==> config.mk <==
export PLATFORM = sky130hd
export DESIGN_NAME = mult_arbiter
export DESIGN_NICKNAME = d
export VERILOG_FILES = /design/src/rtl/mult_arbiter.sv
export SDC_FILE = /design/constraint.sdc
export NUM_CORES = 1
export LEC_CHECK = 0
export CORE_MARGIN = 5
export CORE_UTILIZATION = 49
export CTS_BUF_LIST = sky130_fd_sc_hd__clkbuf_4 sky130_fd_sc_hd__clkbuf_8
export CTS_CLUSTER_SIZE = 14
export DETAILED_ROUTE_END_ITERATION = 8
export GPL_TIMING_DRIVEN = 0
export PLACE_DENSITY_LB_ADDON = 0.2
export SLEW_MARGIN = 20
export SYNTH_ARGS = -nofsm -noshare
export SYNTH_HDL_FRONTEND = slang
export SYNTH_SLANG_ARGS = --single-unit
==> constraint.sdc <==
create_clock -name Clk -period 3.1 [get_ports Clk]
set_input_delay 0.93 -clock Clk [delete_from_list [all_inputs] [get_ports Clk]]
set_output_delay 0.93 -clock Clk [all_outputs]
set_load 0.005 [all_outputs]
==> src/rtl/mult_arbiter.sv <==
// Round-robin arbiter that shares one shift-add multiplier between two requesters,
// with a watchdog that ends a transaction whose Mul_Done never arrives.
module mult_arbiter #(
  parameter int N       = 4,
  parameter int MAX_CYC = 64
) (
  input  logic           Clk,
  input  logic           Rst,
  input  logic           Req0,
  input  logic [N-1:0]   A0,
  input  logic [N-1:0]   B0,
  output logic           Ack0,
  output logic           Valid0,
  input  logic           Req1,
  input  logic [N-1:0]   A1,
  input  logic [N-1:0]   B1,
  output logic           Ack1,
  output logic           Valid1,
  output logic [2*N-1:0] Result,
  output logic           Err,
  output logic           Mul_St,
  output logic [N-1:0]   Mul_A,
  output logic [N-1:0]   Mul_B,
  input  logic           Mul_Idle,
  input  logic           Mul_Done,
  input  logic [2*N-1:0] Mul_P,
  output logic [1:0]     dbg_state
);

  // Handshake: Req/A/B are held until the one-cycle Ack pulse, which coincides
  // with Mul_St; Valid pulses once per accepted request, Err qualifies it.

  localparam int WD_W = $clog2(MAX_CYC);
  localparam logic [WD_W-1:0] WD_LAST = WD_W'(MAX_CYC - 1);

  typedef enum logic [1:0] {
    S_IDLE  = 2'd0,
    S_START = 2'd1,
    S_BUSY  = 2'd2,
    S_RESP  = 2'd3
  } state_e;

  state_e            state_q, state_d;
  logic              own_q, own_d;
  logic              last_q, last_d;
  logic [WD_W-1:0]   wd_q, wd_d;
  logic [2*N-1:0]    result_q, result_d;
  logic              err_q, err_d;
  logic [N-1:0]      mul_a_q, mul_a_d;
  logic [N-1:0]      mul_b_q, mul_b_d;

  logic              grant1;
  logic [WD_W-1:0]   wd_inc;

  always_ff @(posedge Clk) begin
    if (Rst) begin
      state_q  <= S_IDLE;
      own_q    <= 1'b0;
      last_q   <= 1'b1;
      wd_q     <= '0;
      result_q <= '0;
      err_q    <= 1'b0;
      mul_a_q  <= '0;
      mul_b_q  <= '0;
    end else begin
      state_q  <= state_d;
      own_q    <= own_d;
      last_q   <= last_d;
      wd_q     <= wd_d;
      result_q <= result_d;
      err_q    <= err_d;
      mul_a_q  <= mul_a_d;
      mul_b_q  <= mul_b_d;
    end
  end

  // On a tie the port that was not served last wins.
  assign grant1 = Req1 && (!Req0 || !last_q);
  assign wd_inc = (wd_q == WD_LAST) ? wd_q : wd_q + 1'b1;

  always_comb begin
    state_d  = state_q;
    own_d    = own_q;
    last_d   = last_q;
    wd_d     = wd_q;
    result_d = result_q;
    err_d    = err_q;
    mul_a_d  = mul_a_q;
    mul_b_d  = mul_b_q;
    unique case (state_q)
      S_IDLE: begin
        if (Mul_Idle && (Req0 || Req1)) begin
          own_d   = grant1;
          mul_a_d = grant1 ? A1 : A0;
          mul_b_d = grant1 ? B1 : B0;
          state_d = S_START;
        end
      end
      S_START: begin
        wd_d    = '0;
        state_d = S_BUSY;
      end
      S_BUSY: begin
        if (Mul_Done) begin
          result_d = Mul_P;
          err_d    = 1'b0;
          state_d  = S_RESP;
        end else begin
          wd_d = wd_inc;
          if (wd_inc == WD_LAST) begin
            result_d = '0;
            err_d    = 1'b1;
            state_d  = S_RESP;
          end
        end
      end
      S_RESP: begin
        last_d  = own_q;
        state_d = S_IDLE;
      end
      default: state_d = S_IDLE;
    endcase
  end

  always_comb begin
    Mul_St    = (state_q == S_START);
    Ack0      = (state_q == S_START) && !own_q;
    Ack1      = (state_q == S_START) &&  own_q;
    Valid0    = (state_q == S_RESP)  && !own_q;
    Valid1    = (state_q == S_RESP)  &&  own_q;
    Result    = result_q;
    Err       = err_q;
    Mul_A     = mul_a_q;
    Mul_B     = mul_b_q;
    dbg_state = state_q;
  end

endmodule

==> results_dict.tcl, run 1 <==
set metrics [dict create \
    worstPathCellList "inv_1 -> ha_1 -> nor2b_1 -> clkdlybuf4s50_1" \
    clockBufferDepth 2 \
    post-route-period-util_pct 85.7 \
    ys.flop_type "dfxtp_1" \
    crit_buf_inv 2 \
    crit_type "reg2out" \
    pwr_density_cell_mw_per_mm2 574 \
    clock_power_share_pct 13.7 \
    syn-num-nets 200 \
    vias 1437 \
    worstHoldPathType "reg2reg" \
    die_width_um 64 \
    grt_pass1_vias 1352 \
    clock-root-buffer "clkbuf_4" \
    ys_types 38 \
    grt_pass1_wl_um 6460 \
    numCtsBuffers 3 \
    start_util_pct 51.4 \
    drive_gt1_share_pct 7.27 \
    routedWlPerCell_um 15.4 \
    seqPwrFrac_pct 38.9 \
    cp_max_fo 5 \
    overflow 0 \
    wl_um 3860 \
    fillerInstances 246 \
    portBuffers 52 \
    globalplace.congestion 0.765 \
    run_status "complete, no violations" \
    setup.worst_path.start_class "flop" \
    place_ws_ns 0.367 \
    pin_count 54 \
    timing.final.crit_period_ns 2.66 \
    area_growth_pct 41.2 \
    slew_viol_final 0 \
    swShare_pct 35.7 \
    worst_path_max_delay_cell "clkdlybuf4s50_1" \
    synth_edf_count 0 \
    combPwrFrac_pct 47.4 \
    hold_viol 0 \
    ys_async_sr_fraction_pct 0 \
    final-seq-area_um2 541 \
    max_freq_ghz 0.376 \
    synth_cells 164 \
    worst_pin_slew_ns 0.470 \
    critPathMaxStageDelay_ns 0.52 \
    final_nets 257 \
    ys_ff_latch 27 \
    final_cell_mix "52 x clkdlybuf4s50_1, 27 x dfxtp_1, 17 x nor2_1" \
    cts_max_level 1 \
    crit_family "buffers and inverters" \
    clk_latency_ns 0.33 \
    relSlewSlack_pct 68.3 \
    path_clk_slew_ns 0.15 \
    leakage_uw 0.000721 \
    drt_pre_antenna_iters 4 \
    num_rows 19 \
    end_kind "primary output" \
    layout_commonest_cell "clkdlybuf4s50_1" \
    coreArea_mm2 0.00278 \
    drtAntennaViolNets 0 \
    dp.final_hpwl_um 3040 \
    synth.yosys.seq_area_share_pct 37.8 \
    grt_max_degree 17 \
    design_area_mm2 0.00202 \
    finalSetupViolCount 0 \
    clock_skew_ns 0.00633 \
    maxCapViolCount 0 \
    finalSetupTns_ns 0 \
    cp.arrival_ns 1.73 \
    ctsResizeCount 0 \
    ys_warn_count 0 \
    diodes 0 \
    intPower_uw 744 \
    viasPerCell 5.73 \
    synthesis.area_mm2 0.00143 \
    multi_input_area_um2 802 \
    die_y_um 64 \
    cts.sinks 27 \
    antenna_found_initial 0 \
    drc 0 \
    ir_worst_vdd_uv 480 \
    rsz0062_at_grt "no" \
    synth.avg_cell_area_um2 8.71 \
    holdBufCountCts 0 \
    place_area_mm2 0.00199 \
    tritoncts "done" \
    grtUsageTotal_pct 19.4 \
    required_ns 2.17 \
    die-area_mm2 0.00410 \
    drt-initial-drc-count 99 \
    cts_setup_buffers 0 \
    timing.final.ws_setup_ns 0.443 \
    p_sw_uw 414 \
]
## synthesized netlist by cell type (2+ instances only)
cell type | number | area (um2)
nand2b_1 | 4 | 25.0
mux2i_1 | 11 | 110
buf_2 | 3 | 15.0
nand3_1 | 3 | 15.0
a211oi_1 | 10 | 75.1
dfxtp_1 | 27 | 541
buf_6 | 2 | 22.5
nor2_1 | 17 | 63.8
inv_1 | 6 | 22.5
clkbuf_1 | 5 | 18.8
and2_1 | 3 | 18.8
or3b_1 | 2 | 17.5
o21a_1 | 2 | 15.0
nor2b_1 | 4 | 25.0
nand2_1 | 13 | 48.8
o21ai_0 | 6 | 30.0
a311oi_1 | 8 | 70.1
ha_1 | 6 | 75.1
a21oi_1 | 13 | 65.1
## path summary, 6_finish.rpt
check,cells after the start,slack [ns],end,from
worst max-delay path,4,0.44,Ack0,dbg_state[1]
worst max register to register,7,1.06,Result[6],dbg_state[0]
worst min register to register,1,0.49,last_q,last_q
worst min-delay path,1,0.49,last_q,last_q
## state kept, by name (all words and copies together) (netlist names)
signal     flops
Mul_B          4
last_q         1
own_q          1
Mul_A          4
wd_q           6
dbg_state      2
Result         8
Err            1
## layout make-up
type / instances / area share, %
plain buffers: 11 / 3.16
clock buffers: 3 / 1.12
clock inverters: 1 / 0.372
inverters: 6 / 1.12
multi-input cells: 120 / 39.7
flip-flops and latches: 27 / 26.8
well taps: 31 / 1.92
repair buffers: 52 / 25.8
## metrics by stage
stage               hold slack, ns  util [%]  total power [uW]  std cells
floorplan                    0.430         -               756        164
global placement             0.441      71.5               988        247
detailed placement           0.457      71.5              1010        247
CTS                          0.492      72.6              1170        251
global route                 0.517      72.6              1260        251
finish                       0.485      72.6              1160        251
## routing by layer
| metal | wire, um | up-vias | GRT usage [%] |
|---|---|---|---|
| met3 | 263 | 8 | 4.55 |
| met2 | 1910 | 59 | 32.8 |
| li1 | - | 706 | - |
| met4 | 91 | 0 | 7.79 |
| met5 | 0 | - | 0 |
| met1 | 1600 | 664 | 23.5 |
## power by group through the flow
stage                     logic, uW  registers, uW  clock network [uW]
after floorplan                 300            456                   0
after detailed placement        552            458                   0
after global routing            612            460                 189
after global placement          535            453                   0
after CTS                       554            450                 169
final                           549            450                 158
## cell families after synthesis
| family | Yosys count | share of synthesized area [%] |
|---|---|---|
| flip-flops | 27 | 37.8 |
| buffers and inverters | 17 | 6.04 |
| AND/OR/NAND/NOR | 53 | 18.4 |
| AO/OA/AOI/OAI | 50 | 24.8 |
| multiplexers | 11 | 7.71 |
| adder cells (fa/ha/maj) | 6 | 5.25 |
## worst register-to-register path, delay by kind of cell, from the launching register on
kind / cells / cell delay, ns
buf+inv: 3 / 0.79
flops: 1 / 0.39
simple gates: 2 / 0.27
fa+ha+maj: 1 / 0.22
compound gates: 1 / 0.29
Note: power is estimated with default switching activity, not from simulation.
==> run 2, diff against run 1 <==
CTS_CLUSTER_SIZE = default   (was 14)
SLEW_MARGIN = default   (was 20)
==> results of run 2 <==
No change in the layout: final DEF, timing and power equal those of run 1.
